File: src/rtl/inst_decode_buffer.sv
// Instruction decode buffer: a DEPTH-entry circular queue of fetched
// {instruction, PC} pairs, with the head entry presented fully decoded
// into R/I/J fields for the register-read stage.
module inst_decode_buffer #(
    parameter int DEPTH = 4,
    parameter int XLEN  = 32
) (
    input  logic                         clk,
    input  logic                         rst_n,
    input  logic                         flush,
    input  logic                         in_valid,
    output logic                         in_ready,
    input  logic [31:0]                  instruction,
    input  logic [XLEN-1:0]              p_count,
    output logic                         out_valid,
    input  logic                         out_ready,
    output logic [5:0]                   opcode,
    output logic [4:0]                   rs,
    output logic [4:0]                   rt,
    output logic [4:0]                   rd,
    output logic [4:0]                   shamt,
    output logic [5:0]                   funct,
    output logic [15:0]                  immediate,
    output logic [XLEN-1:0]              imm_ext,
    output logic [25:0]                  address,
    output logic [1:0]                   itype,
    output logic [XLEN-1:0]              pc_out,
    output logic [$clog2(DEPTH+1)-1:0]   count
);

    localparam int PTR_W = $clog2(DEPTH);
    localparam int CNT_W = $clog2(DEPTH + 1);

    typedef enum logic [1:0] {
        IT_R    = 2'd0,
        IT_I    = 2'd1,
        IT_J    = 2'd2,
        IT_NONE = 2'd3
    } itype_e;

    logic [31:0]      mem_instr [DEPTH];
    logic [XLEN-1:0]  mem_pc    [DEPTH];
    logic [PTR_W-1:0] wr_ptr;
    logic [PTR_W-1:0] rd_ptr;
    logic             push;
    logic             pop;
    logic [31:0]      head_instr;
    logic [5:0]       head_op;
    itype_e           cls;

    // Handshake qualifiers; in_ready never looks at out_ready, so a full
    // queue refuses a push even when the head is being consumed.
    assign in_ready  = rst_n && !flush && (count != CNT_W'(DEPTH));
    assign out_valid = (count != '0);
    assign push      = in_valid && in_ready;
    assign pop       = out_valid && out_ready;

    assign head_instr = mem_instr[rd_ptr];
    assign head_op    = head_instr[31:26];
    assign itype      = cls;

    // Queue storage: written on an accepted push only.
    // NOTE: the entry array has no reset; validity is tracked solely by
    // count, so clearing it would only add reset fan-out.
    always_ff @(posedge clk) begin
        if (push) begin
            mem_instr[wr_ptr] <= instruction;
            mem_pc[wr_ptr]    <= p_count;
        end
    end

    // Pointer and occupancy update; reset wins over flush, flush over handshakes.
    // NOTE: state uses non-blocking assignments so every register samples
    // pre-edge values regardless of statement order.
    always_ff @(posedge clk) begin
        if (!rst_n) begin
            wr_ptr <= '0;
            rd_ptr <= '0;
            count  <= '0;
        end else if (flush) begin
            wr_ptr <= '0;
            rd_ptr <= '0;
            count  <= '0;
        end else begin
            if (push) wr_ptr <= wr_ptr + 1'b1;  // power-of-two depth wraps naturally
            if (pop)  rd_ptr <= rd_ptr + 1'b1;
            case ({push, pop})
                2'b10:   count <= count + 1'b1;
                2'b01:   count <= count - 1'b1;
                default: count <= count;
            endcase
        end
    end

    // Head decode: classify the opcode and drive only that class's fields.
    // NOTE: every output gets a default first so no path leaves one
    // unassigned, which would otherwise infer a latch.
    always_comb begin
        cls       = IT_NONE;
        opcode    = '0;
        rs        = '0;
        rt        = '0;
        rd        = '0;
        shamt     = '0;
        funct     = '0;
        immediate = '0;
        imm_ext   = '0;
        address   = '0;
        pc_out    = '0;
        if (out_valid) begin
            opcode = head_op;
            pc_out = mem_pc[rd_ptr];
            if (head_op == 6'h00 || head_op == 6'h3E) begin
                cls   = IT_R;
                rs    = head_instr[25:21];
                rt    = head_instr[20:16];
                rd    = head_instr[15:11];
                shamt = head_instr[10:6];
                funct = head_instr[5:0];
            end else if (head_op == 6'h02 || head_op == 6'h03) begin
                cls     = IT_J;
                address = head_instr[25:0];
            end else begin
                cls       = IT_I;
                rs        = head_instr[25:21];
                rt        = head_instr[20:16];
                immediate = head_instr[15:0];
                // Logical immediates (andi/ori/xori) are zero-extended.
                if (head_op == 6'h0C || head_op == 6'h0D || head_op == 6'h0E)
                    imm_ext = {{(XLEN-16){1'b0}}, head_instr[15:0]};
                else
                    imm_ext = {{(XLEN-16){head_instr[15]}}, head_instr[15:0]};
            end
        end
    end

endmodule

File: config.mk
export PLATFORM = sky130hd
export DESIGN_NAME = inst_decode_buffer
export DESIGN_NICKNAME = d
export VERILOG_FILES = /design/src/rtl/inst_decode_buffer.sv
export SDC_FILE = /design/constraint.sdc
export NUM_CORES = 1
export LEC_CHECK = 0
export BUFFER_PORTS_ARGS = -buffer_cell sky130_fd_sc_hd__buf_2
export CORE_MARGIN = 2
export CORE_UTILIZATION = 50
export CTS_CLUSTER_DIAMETER = 40
export DETAILED_ROUTE_END_ITERATION = 7
export MAX_ROUTING_LAYER = met4
export PLACE_DENSITY = 0.73
export SKIP_LAST_GASP = 1
export SLEW_MARGIN = 0
export SYNTH_ARGS = -nofsm -noshare
export SYNTH_HDL_FRONTEND = slang
export SYNTH_SLANG_ARGS = --single-unit
File: constraint.sdc
create_clock -name clk -period 11.9 [get_ports clk]
set_input_delay 2.975 -clock clk [delete_from_list [all_inputs] [get_ports clk]]
set_output_delay 2.975 -clock clk [all_outputs]
set_load 0.05 [all_outputs]
==> results of run 1 <==
registers in the layout, summed over array words and instances (netlist names), named ones only:
register   count
count          3
mem_instr    128
mem_pc       128
rd_ptr         2
wr_ptr         2
path summary, 6_finish.rpt:
| check | from | to | slack, ns | depth (start not counted) |
|---|---|---|---|---|
| setup / recovery | flop | address[25] | 5.04 | 5 |
| hold / removal | rd_ptr[0]$_SDFFE_PP0P_ | rd_ptr[0]$_SDFFE_PP0P_ | 0.55 | 2 |
| setup reg to reg | count[2]$_SDFFE_PP0P_ | count[2]$_SDFFE_PP0P_ | 8.90 | 10 |
| hold reg to reg | rd_ptr[0]$_SDFFE_PP0P_ | rd_ptr[0]$_SDFFE_PP0P_ | 0.55 | 2 |
layer usage:
layer,vias up,share of wire [%],routed length [microns]
li1,2616,-,-
met2,246,50,11000
met5,-,0,0
met3,39,8.0,1750
met4,0,1.8,399
met1,2954,40,8600
worst min-delay path, stage by stage, from the launching register on:
cell and delay [ns]:
dfxtp_1 0.34, xnor2_1 0.10, nor2_1 0.08
cell type report:
cell class | count | share of cell area, %
clock buffer | 42 | 7.22
sequential | 265 | 60.2
inverter | 9 | 0.258
tap | 275 | 2.63
multi-input combinational | 239 | 19.7
timing repair buffer | 216 | 8.32
antenna | 5 | 0.0956
clock inverter | 19 | 1.58
power by group through the flow:
| stage | clock network [mW] | registers [mW] | logic (mW) |
|---|---|---|---|
| finish | 1.01 | 1.03 | 0.0832 |
| global route | 1.07 | 1.03 | 0.0895 |
| CTS | 1.03 | 1.03 | 0.0839 |
| detailed placement | 0 | 1.05 | 0.0836 |
| global placement | 0 | 1.05 | 0.0803 |
| floorplan | 0 | 1.05 | 0.0530 |
layout by cell type, fill, tap and decap left out, types with 2 or more instances in the layout:
master / Yosys / layout
edfxtp_1: 256 / 256
buf_2: 2 / 213
and2_1: 67 / 63
mux4_2: 63 / 63
clkbuf_16: 0 / 37
nor3_1: 24 / 23
nand2_1: 19 / 19
nor2_1: 12 / 12
nor3_2: 10 / 11
nor3b_1: 9 / 9
inv_1: 8 / 7
dfxtp_1: 9 / 7
diode_2: 0 / 5
o21ai_0: 5 / 5
ha_1: 5 / 5
clkinv_4: 0 / 5
clkbuf_1: 19 / 5
and2_4: 0 / 4
clkinvlp_4: 0 / 4
a21oi_1: 3 / 3
xor2_1: 3 / 3
bufinv_16: 0 / 3
inv_6: 0 / 3
clkinv_1: 0 / 3
buf_4: 31 / 3
inv_2: 1 / 2
a211oi_1: 2 / 2
xnor2_1: 2 / 2
dfxtp_4: 0 / 2
per-stage QoR:
stage               util, %  setup slack, ns  cells  total power [mW]  cell area [sq um]
finish                 61.9             5.04   1070              2.13              13100
global route           61.9             4.87   1069              2.19              13100
detailed placement     56.4             5.10   1004              1.14              11900
global placement       56.4             5.14   1004              1.13              11900
floorplan                 -             4.86    574              1.11              10800
CTS                    61.8             5.00   1065              2.15              13100
kinds of logic (layout without fill, tap and decap cells):
kind of cell / after synthesis / after routing / share of synthesized area [%]
AOI/OAI and AO/OA: 13 / 13 / 0.750
xor gates and xnor gates: 5 / 5 / 0.404
other: 0 / 5 / 0
and+or+nand+nor: 148 / 148 / 8.12
adders and majority gates: 6 / 6 / 0.762
buffers and inverters: 70 / 286 / 3.73
DFF: 265 / 265 / 72.6
muxes: 67 / 67 / 13.7
==> run_results.csv, run 1 <==
group,metric,value,unit
power_and_ir_drop,p_sw,0.434,mW
clock_tree,cts_tree,"built",
yosys,synth_edf_count,256,
sta,worst_clock_skew,0.00983,ns
setup_path,crit_required,8.93,ns
routing,num_vias,5855,
placement,place.gp.congestion,0.757,
sta,rsz0062_at_grt,"no",
flow_run,cap_violations,0,
clock_tree,cts.clk_slew.worst_paths,0.05,ns
power_and_ir_drop,peakVddDrop,0.000122,V
global_routing,grtUsageMet1,24.3,%
setup_path,cpMaxStageDelayCell,"dfxtp_4",
clock_tree,cts_buffers,36,
setup_path,critPathTopFamily,"simple AND/OR/NAND/NOR gates",
global_routing,grt_busiest_layer,"met2",
yosys,ys_types,37,
power_and_ir_drop,p_seq_share,48.6,%
routing,route.detailed.drc,0,
sta,slew_violations,0,
global_routing,grt_use_met3,4.46,%
routing,viasPerCell,5.47,
routing,antenna_left,0,
yosys,async_reset_ff_share,0,%
placement,hpwl,12900,microns
global_routing,antenna_found_initial,4,
routing,finalWirelength,21700,microns
global_routing,grt_max_degree,67,
cells_and_area,multi_input_area,2580,sq um
clock_tree,max-clock-path-buffers,3,
cells_and_area,nets,842,
clock_tree,cts_num_sinks,265,
routing,drt_iter0_drc,336,
clock_tree,cts-resized-gates,0,
placement,portBuffers,213,
yosys,synth_top_cell_by_area,"edfxtp_1",
die,rows,53,
clock_tree,root_buffer,"clkbuf_16",
yosys,synth_top_area_share,70.9,%
global_routing,use_met2,32.8,%
die,ios,214,
power_and_ir_drop,p_leak,4.75,nW
global_routing,gr-total-overflow,0,
setup_path,crit_buf_inv,1,
yosys,syn_inst,574,
global_routing,grt_pass1_vias,6014,
yosys,synth_flop_cell,"edfxtp_1",
die,die_w,151,microns
setup_path,worstSetupStartpointType,"flop",
yosys,syn_avg_cell_area,18.9,sq um
global_routing,grt_usage,19.7,%
die,core_area,21200,sq um
yosys,ys_seq_elements,265,
global_routing,grt_pass1_wl,32600,microns
sta,holdWs,0.552,ns
status,outcome,"complete, no violations",
sta,min_period,6.86,ns
sta,fin_crit_sh,57.6,%
cells_and_area,drive_above_1_share,45.1,%
yosys,synth_area,10800,sq um
sta,slew_headroom,26.5,%
setup_path,critical_path.max_stage_delay,1.01,ns
power_and_ir_drop,p_int,1.69,mW
power_and_ir_drop,pwr-share-comb,3.9,%
setup_path,critical_path_class,"flop to output port",
cells_and_area,seq_area,7880,sq um
sta,worstMarginPinSlew,1.10,ns
routing,routedWlPerCell,20.3,microns
worst_hold_path,worstHoldPathType,"flop to flop",
setup_path,end_kind,"output port",
clock_tree,cts_setup_buffers,0,
yosys,seq_area_frac_synth,72.6,%
die,start_util,51.3,%
cells_and_area,fillers,1542,
setup_path,critPathMaxFanout,66,
yosys,ys_top_cells_by_area,"edfxtp_1 71%, mux4_2 13%, and2_1 3.9%",
die,die_area,22900,sq um
power_and_ir_drop,swShare,20.4,%
power_and_ir_drop,clockPowerShare,47.5,%
yosys,syn_nets,649,
cells_and_area,area_delta_synth_final,20.7,%
sta,setup_viol,0,
clock_tree,insertion_delay,0.48,ns
power_and_ir_drop,powerDensity,163,nW/um^2
setup_path,arrival,3.88,ns
sta,fmax,146,MHz
routing,drtPass1Iterations,4,
clock_tree,htreeDepth,2,
yosys,synth_common_cells,"256 x edfxtp_1, 67 x and2_1, 63 x mux4_2",
setup_path,cp_cell_sequence,"mux4_1 > or4_4 > nor3_4 > and2_1 > buf_2",
yosys,ys_warn_count,0,
die,die_y,151,microns
sta,hold_viol,0,
sta,setup_tns,0,ns
clock_tree,hold_buffers,0,
yosys,synth_most_common_cell,"edfxtp_1",
Power figures use the tool's default switching activity.
==> run 2: changes to the inputs <==
--- a/config.mk
+++ b/config.mk
@@ -11,7 +11,7 @@
 export CTS_CLUSTER_DIAMETER = 40
 export DETAILED_ROUTE_END_ITERATION = 7
 export MAX_ROUTING_LAYER = met4
-export PLACE_DENSITY = 0.73
+export PLACE_DENSITY = 0.76
 export SKIP_LAST_GASP = 1
 export SLEW_MARGIN = 0
 export SYNTH_ARGS = -nofsm -noshare
==> constraint.sdc (replaced) <==
create_clock -name clk -period 5.9 [get_ports clk]
set_input_delay 1.475 -clock clk [delete_from_list [all_inputs] [get_ports clk]]
set_output_delay 1.475 -clock clk [all_outputs]
set_load 0.05 [all_outputs]
==> run_results.csv, run 2 (synthesis results as in run 1) <==
group,metric,value,unit
global_routing,grt_pass1_wl,33600,microns
worst_hold_path,hp-start,"wr_ptr[1]$_SDFFE_PP0P_",
cells_and_area,nets,842,
cells_and_area,drive_above_1_share,44.9,%
power_and_ir_drop,pwr-share-comb,4.0,%
setup_path,critPathTopFamily,"simple AND/OR/NAND/NOR gates",
die,ios,214,
flow_run,cap_violations,0,
clock_tree,cts_tree,"built",
die,die_y,151,microns
setup_path,cp_cell_sequence,"mux4_1 > or4_4 > nor3_4 > and2_1 > buf_2",
global_routing,use_met2,34.4,%
clock_tree,cts_setup_buffers,0,
global_routing,grt_max_degree,65,
routing,drt_iter0_drc,283,
setup_path,reg2reg_from,"count[2]$_SDFFE_PP0P_",
sta,setup_viol,0,
sta,fmax,189,MHz
sta,fin_crit_sh,89.8,%
sta,setup_tns,0,ns
global_routing,gr-total-overflow,0,
global_routing,grtUsageMet1,24.7,%
setup_path,critical_path_class,"flop to output port",
worst_hold_path,worstHoldPathType,"flop to flop",
clock_tree,insertion_delay,0.50,ns
die,die_area,22900,sq um
placement,portBuffers,213,
clock_tree,max-clock-path-buffers,3,
sta,fin_ws,0.604,ns
clock_tree,htreeDepth,2,
power_and_ir_drop,totalPowerFinal,4.18,mW
power_and_ir_drop,swShare,20.8,%
routing,num_vias,5872,
power_and_ir_drop,peakVddDrop,0.000311,V
global_routing,grt_busiest_layer,"met2",
power_and_ir_drop,clockPowerShare,46.1,%
cells_and_area,layout_commonest_cell,"edfxtp_1",
sta,worst_clock_skew,0.0132,ns
placement,dp_slack,1.02,ns
cells_and_area,area_delta_synth_final,20.1,%
sta,rsz0062_at_grt,"no",
power_and_ir_drop,p_seq_share,49.9,%
die,die_w,151,microns
clock_tree,cts.clk_slew.worst_paths,0.05,ns
setup_path,end_kind,"output port",
routing,viasPerCell,5.49,
sta,worstMarginPinSlew,1.14,ns
routing,drtPass1Iterations,5,
sta,min_period,5.30,ns
clock_tree,hold_buffers,0,
clock_tree,root_buffer,"clkbuf_16",
setup_path,worstSetupStartpointType,"flop",
global_routing,grt_pass1_vias,6153,
setup_path,r2r_slack,2.99,ns
power_and_ir_drop,p_leak,4.73,nW
placement,place.gp.congestion,0.757,
status,outcome,"complete, no violations",
cells_and_area,biggestRegsByFlops,"mem_instr (128), mem_pc (128), count (3)",
power_and_ir_drop,powerDensity,321,nW/um^2
die,rows,53,
clock_tree,cts-resized-gates,0,
global_routing,grt_use_met3,5.42,%
setup_path,reg2reg_to,"count[2]$_SDFFE_PP0P_",
die,core_area,21200,sq um
die,start_util,51.3,%
global_routing,grt_usage,20.4,%
setup_path,critical_path.max_stage_delay,0.85,ns
power_and_ir_drop,p_sw,0.868,mW
placement,hpwl,13900,microns
cells_and_area,multi_input_area,2590,sq um
routing,antenna_left,0,
clock_tree,cts_num_sinks,265,
cells_and_area,seq_area,7880,sq um
setup_path,arrival,3.82,ns
routing,route.detailed.drc,0,
setup_path,critPathMaxFanout,37,
sta,slew_violations,0,
cells_and_area,layout_common_cells,"256 x edfxtp_1, 213 x buf_2, 63 x and2_1, 63 x mux4_2, 35 x clkbuf_16",
setup_path,crit_required,4.43,ns
setup_path,r2r_cells,11,
sta,hold_viol,0,
cells_and_area,fillers,1532,
setup_path,crit_path_end,"address[12]",
routing,routedWlPerCell,21.0,microns
routing,finalWirelength,22500,microns
setup_path,worstSetupPathDepth,5,
power_and_ir_drop,p_int,3.31,mW
setup_path,cpMaxStageDelayCell,"dfxtp_4",
clock_tree,cts_buffers,34,
global_routing,antenna_found_initial,4,
setup_path,crit_buf_inv,1,
sta,slew_headroom,23.3,%
## run 2: cell types whose count changed in the layout (fill, tap and decap cells not counted), sizes merged
cell / before / now
inv: 12 / 14
clkbuf: 42 / 40
buf: 216 / 218
clkinvlp: 4 / 1
clkinv: 9 / 12
bufinv: 3 / 2
diode: 5 / 4
## run 2: power by group through the flow
stage | logic [mW] | registers (mW) | clock network [mW]
after detailed placement | 0.170 | 2.13 | 0
final | 0.169 | 2.09 | 1.93
after global routing | 0.182 | 2.09 | 2.04
after global placement | 0.163 | 2.12 | 0
after CTS | 0.171 | 2.09 | 1.96
after floorplan | 0.107 | 2.13 | 0
## run 2: layer usage
layer,wire length (microns),vias to the layer above
met5,0,-
met4,350,0
met3,1740,25
met2,11600,237
met1,8780,2988
li1,-,2622
## run 2: worst min path at each step
stage	endpoint	slack [ns]	cells after the start
floorplan	flop	0.48	2
global placement	flop	0.51	2
detailed placement	wr_ptr[1]$_SDFFE_PP0P_	0.54	2
CTS	wr_ptr[1]$_SDFFE_PP0P_	0.56	2
global route	rd_ptr[1]$_SDFFE_PP0P_	0.58	2
finish	wr_ptr[1]$_SDFFE_PP0P_	0.56	2
## run 2: metrics by stage
step / hold slack, ns / util (%) / instance area [sq um] / cells
CTS: 0.556 / 61.5 / 13000 / 1066
global route: 0.584 / 61.6 / 13000 / 1070
floorplan: 0.485 / - / 10800 / 574
detailed placement: 0.544 / 56.5 / 11900 / 1006
global placement: 0.507 / 56.5 / 11900 / 1006
finish: 0.556 / 61.6 / 13000 / 1070
## run 2: area by class of cell
type,count,share of cell area [%]
Antenna cell,4,0.0768
Multi-Input combinational cell,239,19.9
Timing Repair Buffer,218,8.47
Clock buffer,40,6.87
Sequential cell,265,60.5
Inverter,9,0.259
Tap cell,275,2.64
Clock inverter,20,1.34
## run 2: worst reg2reg max path, cell delays in order (launching register included)
cell and delay [ns]:
dfxtp_1 0.44, nor3_2 0.09, buf_4 0.20, inv_2 0.07, buf_4 0.45, and2_1 0.28
ha_1 0.19, inv_1 0.06, fa_1 0.37, xor2_1 0.17, or3_1 0.35, a21oi_1 0.18
